--- src/rtl/uart_tx_fifo_param.sv ---
// UART transmitter with a TX FIFO, runtime-selectable baud rate, parity mode and stop-bit count.
// Queued words are sent back-to-back while Tx_EN is high; the frame configuration is captured
// when a word is popped so that input changes only affect later frames.
module uart_tx_fifo_param #(
  parameter int unsigned CLK_FREQ_HZ = 50_000_000,
  parameter int unsigned DATA_BITS   = 8,
  parameter int unsigned FIFO_DEPTH  = 16,
  parameter int unsigned OVERSAMPLE  = 16
) (
  input  logic                               Clk,
  input  logic                               reset,
  input  logic [2:0]                         baud_select,
  input  logic [1:0]                         parity_mode,
  input  logic                               stop_bits,
  input  logic                               Tx_EN,
  input  logic                               Tx_WR,
  input  logic [DATA_BITS-1:0]               Tx_DATA,
  output logic                               TxD,
  output logic                               Tx_BUSY,
  output logic                               Tx_FULL,
  output logic                               Tx_EMPTY,
  output logic [$clog2(FIFO_DEPTH+1)-1:0]    Tx_COUNT,
  output logic                               Tx_OVERFLOW
);

  // Rounded clock cycles per oversample tick for a given baud rate.
  function automatic int unsigned calc_div(input int unsigned baud);
    logic [63:0] den;
    logic [63:0] quo;
    den = 64'(OVERSAMPLE) * 64'(baud);
    quo = (64'(CLK_FREQ_HZ) + den / 64'd2) / den;
    return quo[31:0];
  endfunction

  localparam int unsigned CntW   = $clog2(FIFO_DEPTH + 1);
  localparam int unsigned PtrW   = $clog2(FIFO_DEPTH);
  localparam int unsigned BitW   = $clog2(DATA_BITS + 1);
  localparam int unsigned OsW    = $clog2(OVERSAMPLE + 1);
  // 300 baud has the largest divisor and sizes the tick counter.
  localparam int unsigned DivMax = calc_div(300);
  localparam int unsigned DivW   = $clog2(DivMax + 1);

  typedef enum logic [2:0] {
    StIdle,
    StStart,
    StData,
    StParity,
    StStop
  } state_e;

  // FSM and frame state
  state_e               state_q,   state_d;
  logic [DATA_BITS-1:0] shift_q,   shift_d;
  logic                 par_bit_q, par_bit_d;
  logic                 par_en_q,  par_en_d;
  logic                 stop2_q,   stop2_d;
  logic [2:0]           baud_q,    baud_d;
  logic [DivW-1:0]      div_cnt_q, div_cnt_d;
  logic [OsW-1:0]       os_cnt_q,  os_cnt_d;
  logic [BitW-1:0]      bit_cnt_q, bit_cnt_d;
  logic                 txd_q,     txd_d;

  // FIFO state
  logic [DATA_BITS-1:0] mem_q [FIFO_DEPTH];
  logic [PtrW-1:0]      wr_ptr_q,  wr_ptr_d;
  logic [PtrW-1:0]      rd_ptr_q,  rd_ptr_d;
  logic [CntW-1:0]      count_q,   count_d;
  logic                 full_q,    full_d;
  logic                 empty_q,   empty_d;
  logic                 ovf_q,     ovf_d;

  logic                 pop;
  logic                 push;
  logic                 start_frame;
  logic                 bit_end;
  logic [DivW-1:0]      div_lim;
  logic [DATA_BITS-1:0] head;

  assign head = mem_q[rd_ptr_q];

  // Tick divisor limit for the baud rate captured with the current frame.
  always_comb begin
    div_lim = '0;
    unique case (baud_q)
      3'd0: div_lim = DivW'(calc_div(300) - 32'd1);
      3'd1: div_lim = DivW'(calc_div(1200) - 32'd1);
      3'd2: div_lim = DivW'(calc_div(4800) - 32'd1);
      3'd3: div_lim = DivW'(calc_div(9600) - 32'd1);
      3'd4: div_lim = DivW'(calc_div(19200) - 32'd1);
      3'd5: div_lim = DivW'(calc_div(38400) - 32'd1);
      3'd6: div_lim = DivW'(calc_div(57600) - 32'd1);
      3'd7: div_lim = DivW'(calc_div(115200) - 32'd1);
      default: div_lim = '0;
    endcase
  end

  // One bit period is OVERSAMPLE ticks of div_lim+1 cycles each.
  assign bit_end = (div_cnt_q == div_lim) && (os_cnt_q == OsW'(OVERSAMPLE - 1));

  // FSM next state, baud counters, shift register and the serial bit to register.
  always_comb begin
    state_d     = state_q;
    shift_d     = shift_q;
    par_bit_d   = par_bit_q;
    par_en_d    = par_en_q;
    stop2_d     = stop2_q;
    baud_d      = baud_q;
    div_cnt_d   = div_cnt_q;
    os_cnt_d    = os_cnt_q;
    bit_cnt_d   = bit_cnt_q;
    txd_d       = 1'b1;
    pop         = 1'b0;
    start_frame = 1'b0;

    if (state_q == StIdle) begin
      div_cnt_d = '0;
      os_cnt_d  = '0;
    end else if (div_cnt_q == div_lim) begin
      div_cnt_d = '0;
      os_cnt_d  = (os_cnt_q == OsW'(OVERSAMPLE - 1)) ? '0 : os_cnt_q + OsW'(1);
    end else begin
      div_cnt_d = div_cnt_q + DivW'(1);
    end

    unique case (state_q)
      StIdle: begin
        if (Tx_EN && !empty_q) begin
          start_frame = 1'b1;
        end
      end
      StStart: begin
        if (bit_end) begin
          state_d   = StData;
          bit_cnt_d = '0;
        end
      end
      StData: begin
        if (bit_end) begin
          shift_d = shift_q >> 1;
          if (bit_cnt_q == BitW'(DATA_BITS - 1)) begin
            state_d   = par_en_q ? StParity : StStop;
            bit_cnt_d = '0;
          end else begin
            bit_cnt_d = bit_cnt_q + BitW'(1);
          end
        end
      end
      StParity: begin
        if (bit_end) begin
          state_d   = StStop;
          bit_cnt_d = '0;
        end
      end
      StStop: begin
        if (bit_end) begin
          if (stop2_q && (bit_cnt_q == '0)) begin
            bit_cnt_d = BitW'(1);
          end else if (Tx_EN && !empty_q) begin
            // Chain straight into the next start bit with no idle gap.
            start_frame = 1'b1;
          end else begin
            state_d = StIdle;
          end
        end
      end
      default: state_d = StIdle;
    endcase

    if (start_frame) begin
      pop       = 1'b1;
      state_d   = StStart;
      shift_d   = head;
      par_en_d  = (parity_mode == 2'b01) || (parity_mode == 2'b10);
      par_bit_d = (^head) ^ (parity_mode == 2'b10);
      stop2_d   = stop_bits;
      baud_d    = baud_select;
      div_cnt_d = '0;
      os_cnt_d  = '0;
      bit_cnt_d = '0;
    end

    // Line level follows the state one cycle later through txd_q.
    unique case (state_q)
      StIdle:   txd_d = 1'b1;
      StStart:  txd_d = 1'b0;
      StData:   txd_d = shift_q[0];
      StParity: txd_d = par_bit_q;
      StStop:   txd_d = 1'b1;
      default:  txd_d = 1'b1;
    endcase
  end

  // FIFO pointers, occupancy flags and overflow pulse.
  always_comb begin
    push     = Tx_WR && (!full_q || pop);
    wr_ptr_d = push ? wr_ptr_q + PtrW'(1) : wr_ptr_q;
    rd_ptr_d = pop ? rd_ptr_q + PtrW'(1) : rd_ptr_q;
    count_d  = count_q;
    unique case ({push, pop})
      2'b10:   count_d = count_q + CntW'(1);
      2'b01:   count_d = count_q - CntW'(1);
      default: count_d = count_q;
    endcase
    full_d  = (count_d == CntW'(FIFO_DEPTH));
    empty_d = (count_d == '0);
    ovf_d   = Tx_WR && full_q && !pop;
  end

  // Storage array; contents need no reset because the pointers define validity.
  always_ff @(posedge Clk) begin
    if (push) begin
      mem_q[wr_ptr_q] <= Tx_DATA;
    end
  end

  // State registers with synchronous active-low reset.
  always_ff @(posedge Clk) begin
    if (!reset) begin
      state_q   <= StIdle;
      shift_q   <= '0;
      par_bit_q <= 1'b0;
      par_en_q  <= 1'b0;
      stop2_q   <= 1'b0;
      baud_q    <= '0;
      div_cnt_q <= '0;
      os_cnt_q  <= '0;
      bit_cnt_q <= '0;
      txd_q     <= 1'b1;
      wr_ptr_q  <= '0;
      rd_ptr_q  <= '0;
      count_q   <= '0;
      full_q    <= 1'b0;
      empty_q   <= 1'b1;
      ovf_q     <= 1'b0;
    end else begin
      state_q   <= state_d;
      shift_q   <= shift_d;
      par_bit_q <= par_bit_d;
      par_en_q  <= par_en_d;
      stop2_q   <= stop2_d;
      baud_q    <= baud_d;
      div_cnt_q <= div_cnt_d;
      os_cnt_q  <= os_cnt_d;
      bit_cnt_q <= bit_cnt_d;
      txd_q     <= txd_d;
      wr_ptr_q  <= wr_ptr_d;
      rd_ptr_q  <= rd_ptr_d;
      count_q   <= count_d;
      full_q    <= full_d;
      empty_q   <= empty_d;
      ovf_q     <= ovf_d;
    end
  end

  assign TxD         = txd_q;
  assign Tx_BUSY     = (state_q != StIdle);
  assign Tx_FULL     = full_q;
  assign Tx_EMPTY    = empty_q;
  assign Tx_COUNT    = count_q;
  assign Tx_OVERFLOW = ovf_q;

endmodule
--- config.mk ---
export PLATFORM = sky130hd
export DESIGN_NAME = uart_tx_fifo_param
export DESIGN_NICKNAME = d
export VERILOG_FILES = /design/src/rtl/uart_tx_fifo_param.sv
export SDC_FILE = /design/constraint.sdc
export NUM_CORES = 1
export LEC_CHECK = 0
export BUFFER_PORTS_ARGS = -buffer_cell sky130_fd_sc_hd__buf_4
export CORE_ASPECT_RATIO = 0.8
export CORE_MARGIN = 2
export CORE_UTILIZATION = 42
export DETAILED_ROUTE_END_ITERATION = 7
export PLACE_DENSITY = 0.62
export SLEW_MARGIN = 25
export SYNTH_ARGS = -nofsm -noshare
export SYNTH_HDL_FRONTEND = slang
export SYNTH_SLANG_ARGS = --single-unit
--- constraint.sdc ---
create_clock -name Clk -period 4.15 [get_ports Clk]
set_input_delay 0.2075 -clock Clk [delete_from_list [all_inputs] [get_ports Clk]]
set_output_delay 0.2075 -clock Clk [all_outputs]
set_load 0.02 [all_outputs]
==> results.json <==
{
  "p_total_mw": 5.03,
  "num_io_pins": 28,
  "gp_congestion": 0.753,
  "drcViolationCount": 0,
  "required_ns": 4.58,
  "clockBufferDepth": 3,
  "worst-slew-pin-transition_ns": 0.687,
  "dpl-instance-area_sq_mm": 0.00886,
  "fill_cells": 1677,
  "synth.yosys.seq_area_share_pct": 63.1,
  "die_y_um": 131,
  "clkSlewWorstSetupHoldPaths_ns": 0.06,
  "utilization_pct": 48.6,
  "hpwl_mm": 11.6,
  "die_x_um": 162,
  "finalCritPeriodShare_pct": 89.2,
  "hp-class": "in -> reg",
  "holdPathEnd": "mem_q[4][4]",
  "rsz0062_at_grt": "no",
  "nets": 670,
  "setup_ws_ns": 0.447,
  "drtIter0Drc": 411,
  "ff2ff_setup_slack_ns": 0.45,
  "grt.overflow.total": 0,
  "start_util_pct": 42.6,
  "yosysMostFrequentCell": "edfxtp_1",
  "async_flop_share_pct": 0,
  "whs_path_depth": 1,
  "whs_ns": 0.0270,
  "grt_pass1_vias": 4930,
  "synth_warnings": 0,
  "drive_gt1_share_pct": 16.8,
  "critPathMaxFanout": 7,
  "p_leak_nw": 3.35,
  "fin_crit_ns": 3.70,
  "avgSynthCellArea_sq_um": 14.1,
  "synth_cells": 598,
  "cts_tree": "built",
  "fmax_mhz": 270,
  "p_per_area_mw_per_mm2": 525,
  "maxSlewViolCount": 0,
  "synth_seq_cells": 201,
  "cp-start-kind": "flop",
  "timing.rr.end": "Tx_EMPTY",
  "synth_common_cells": "edfxtp_1, dfxtp_1, nor2_1, nand3_1, a21oi_1",
  "finalHoldViolations": 0,
  "dieArea_sq_mm": 0.0212,
  "synth_top_area_share_pct": 45.7,
  "antenna_found_initial": 0,
  "critical_path_class": "reg -> reg",
  "min_from": "Tx_DATA[4]",
  "grt_max_degree": 33,
  "fin_setup_tns_ns": 0,
  "drv_cap": 0,
  "grt_pass1_wl_mm": 27.4,
  "status": "complete, no violations",
  "viasPerCell": 5.43,
  "worst_clock_skew_ns": 0.0151,
  "syn2layout_area_growth_pct": 14.0,
  "wirelength_mm": 17.4,
  "coreArea_sq_mm": 0.0197,
  "dp.cells": 872,
  "finish.instance_area_sq_mm": 0.00959,
  "crit_path_end_kind": "flop",
  "htreeDepth": 1,
  "ir_worst_vdd_mv": 0.220,
  "num_antenna_cells": 0,
  "vias": 4950,
  "relSlewSlack_pct": 54.2,
  "cts_buffers": 21,
  "grt_usage_pct": 16.8,
  "crit_arrival_ns": 4.13,
  "ant_nets": 0,
  "synthFlopType": "edfxtp_1",
  "cts-root-buf": "clkbuf_16",
  "worstSkewPairLatency_ns": 0.50,
  "setup_viol": 0,
  "final_cells": 911,
  "syn_area_sq_mm": 0.00841,
  "num_rows": 46,
  "synth_nets": 634,
  "ys_types": 56,
  "synth_top_cell_by_area": "edfxtp_1",
  "yosys-top-cells-area": "edfxtp_1, dfxtp_1, mux4_2, xor2_1, ha_1",
  "portBuffers": 27,
  "synth_edf_count": 128,
  "r2r_start": "bit_cnt_q[0]",
  "place_worst_setup_slack_ns": 0.516,
  "dr.pass1.iters": 5,
  "clock_sinks": 201,
  "reg2regPathDepth": 17,
  "routedWlPerCell_um": 19.1
}
[how the worst max path moves through the flow]
stage,endpoint,from,slack (ns),depth (start not counted)
global placement,Tx_EMPTY,bit_cnt_q[0],0.64,17
CTS,Tx_EMPTY,bit_cnt_q[0],0.44,17
finish,Tx_EMPTY,bit_cnt_q[0],0.45,17
detailed placement,Tx_EMPTY,bit_cnt_q[0],0.52,17
global route,Tx_EMPTY,bit_cnt_q[0],0.11,17
floorplan,Tx_EMPTY,div_cnt_q[6],0.53,20
[where the power goes]
| group | switching [mW] | internal (mW) |
|---|---|---|
| sequential | 0.102 | 2.23 |
| clock | 0.739 | 1.15 |
| combinational | 0.428 | 0.383 |
[placed cells by master, fill, tap and decap left out, types with 3 or more instances in the layout]
cell	count
a31oi_1	3
mux2i_1	5
nor2b_1	10
a211oi_1	5
o21ai_0	12
or4_1	3
dlygate4sd3_1	3
nor3_1	11
mux2_2	3
nand2_1	27
nor2_1	41
a22oi_1	11
clkinv_1	3
xor2_1	26
clkbuf_16	23
mux4_2	30
edfxtp_1	128
a21oi_1	31
buf_4	36
inv_1	18
xnor2_1	11
dfxtp_1	72
mux4_1	6
nand3_1	39
ha_1	18
and3_1	21
or3_1	5
[sequential cells by signal, summed over array words and instances (netlist names), 3 cells and up, named ones only]
name and count:
baud_q 3, shift_q 8, os_cnt_q 5, mem_q 128, wr_ptr_q 4, state_q 3, Tx_COUNT 5, div_cnt_q 14
bit_cnt_q 4, rd_ptr_q 4, div_lim 12
[critical path, stage by stage, from the launching register on]
cell and delay [ns]:
dfxtp_1 0.33, inv_1 0.09, ha_1 0.14, or4bb_1 0.58
a31o_4 0.29, a21oi_2 0.28, nor2_1 0.11, inv_1 0.09
ha_1 0.31, xor2_1 0.18, ha_1 0.21, nor2b_1 0.18
a21oi_1 0.08, o32a_1 0.29, nor2_1 0.11, xnor2_1 0.15
nor2_1 0.08, a21oi_1 0.13
[kinds of logic (layout without fill, tap and decap cells)]
family | count (synthesis) | in the layout | share of synthesized area [%]
buffers and inverters | 45 | 94 | 2.65
muxes | 45 | 45 | 11.0
AOI/OAI and AO/OA | 76 | 76 | 5.62
xor gates and xnor gates | 39 | 39 | 4.31
and+or+nand+nor | 174 | 174 | 10.6
adders and majority gates | 18 | 18 | 2.68
DFF | 201 | 201 | 63.1
[routing by layer]
metal | up-vias | routed length [um] | global-route usage [%]
li1 | 2323 | - | -
met1 | 2476 | 8290 | 25.1
met2 | 125 | 7830 | 26.1
met3 | 26 | 965 | 2.65
met4 | 0 | 314 | 4.06
met5 | - | 0 | 0
[layout make-up]
class	count	area [sq um]	share of cell area [%]
Clock buffer	28	607	6.33
Clock inverter	8	90.1	0.940
Inverter	19	71.3	0.744
Multi-Input combinational cell	352	2880	30.1
Sequential cell	201	5310	55.3
Tap cell	264	330	3.45
Timing Repair Buffer	39	300	3.13
[timing repair]
item | 4_1_cts | 5_1_grt
setup buffers | 0 | 0
hold buffers | 3 | 0
hold endpoints to repair | 5 | 0
gates resized for setup | 0 | 0
No activity file was read; power rests on OpenSTA's default activity.
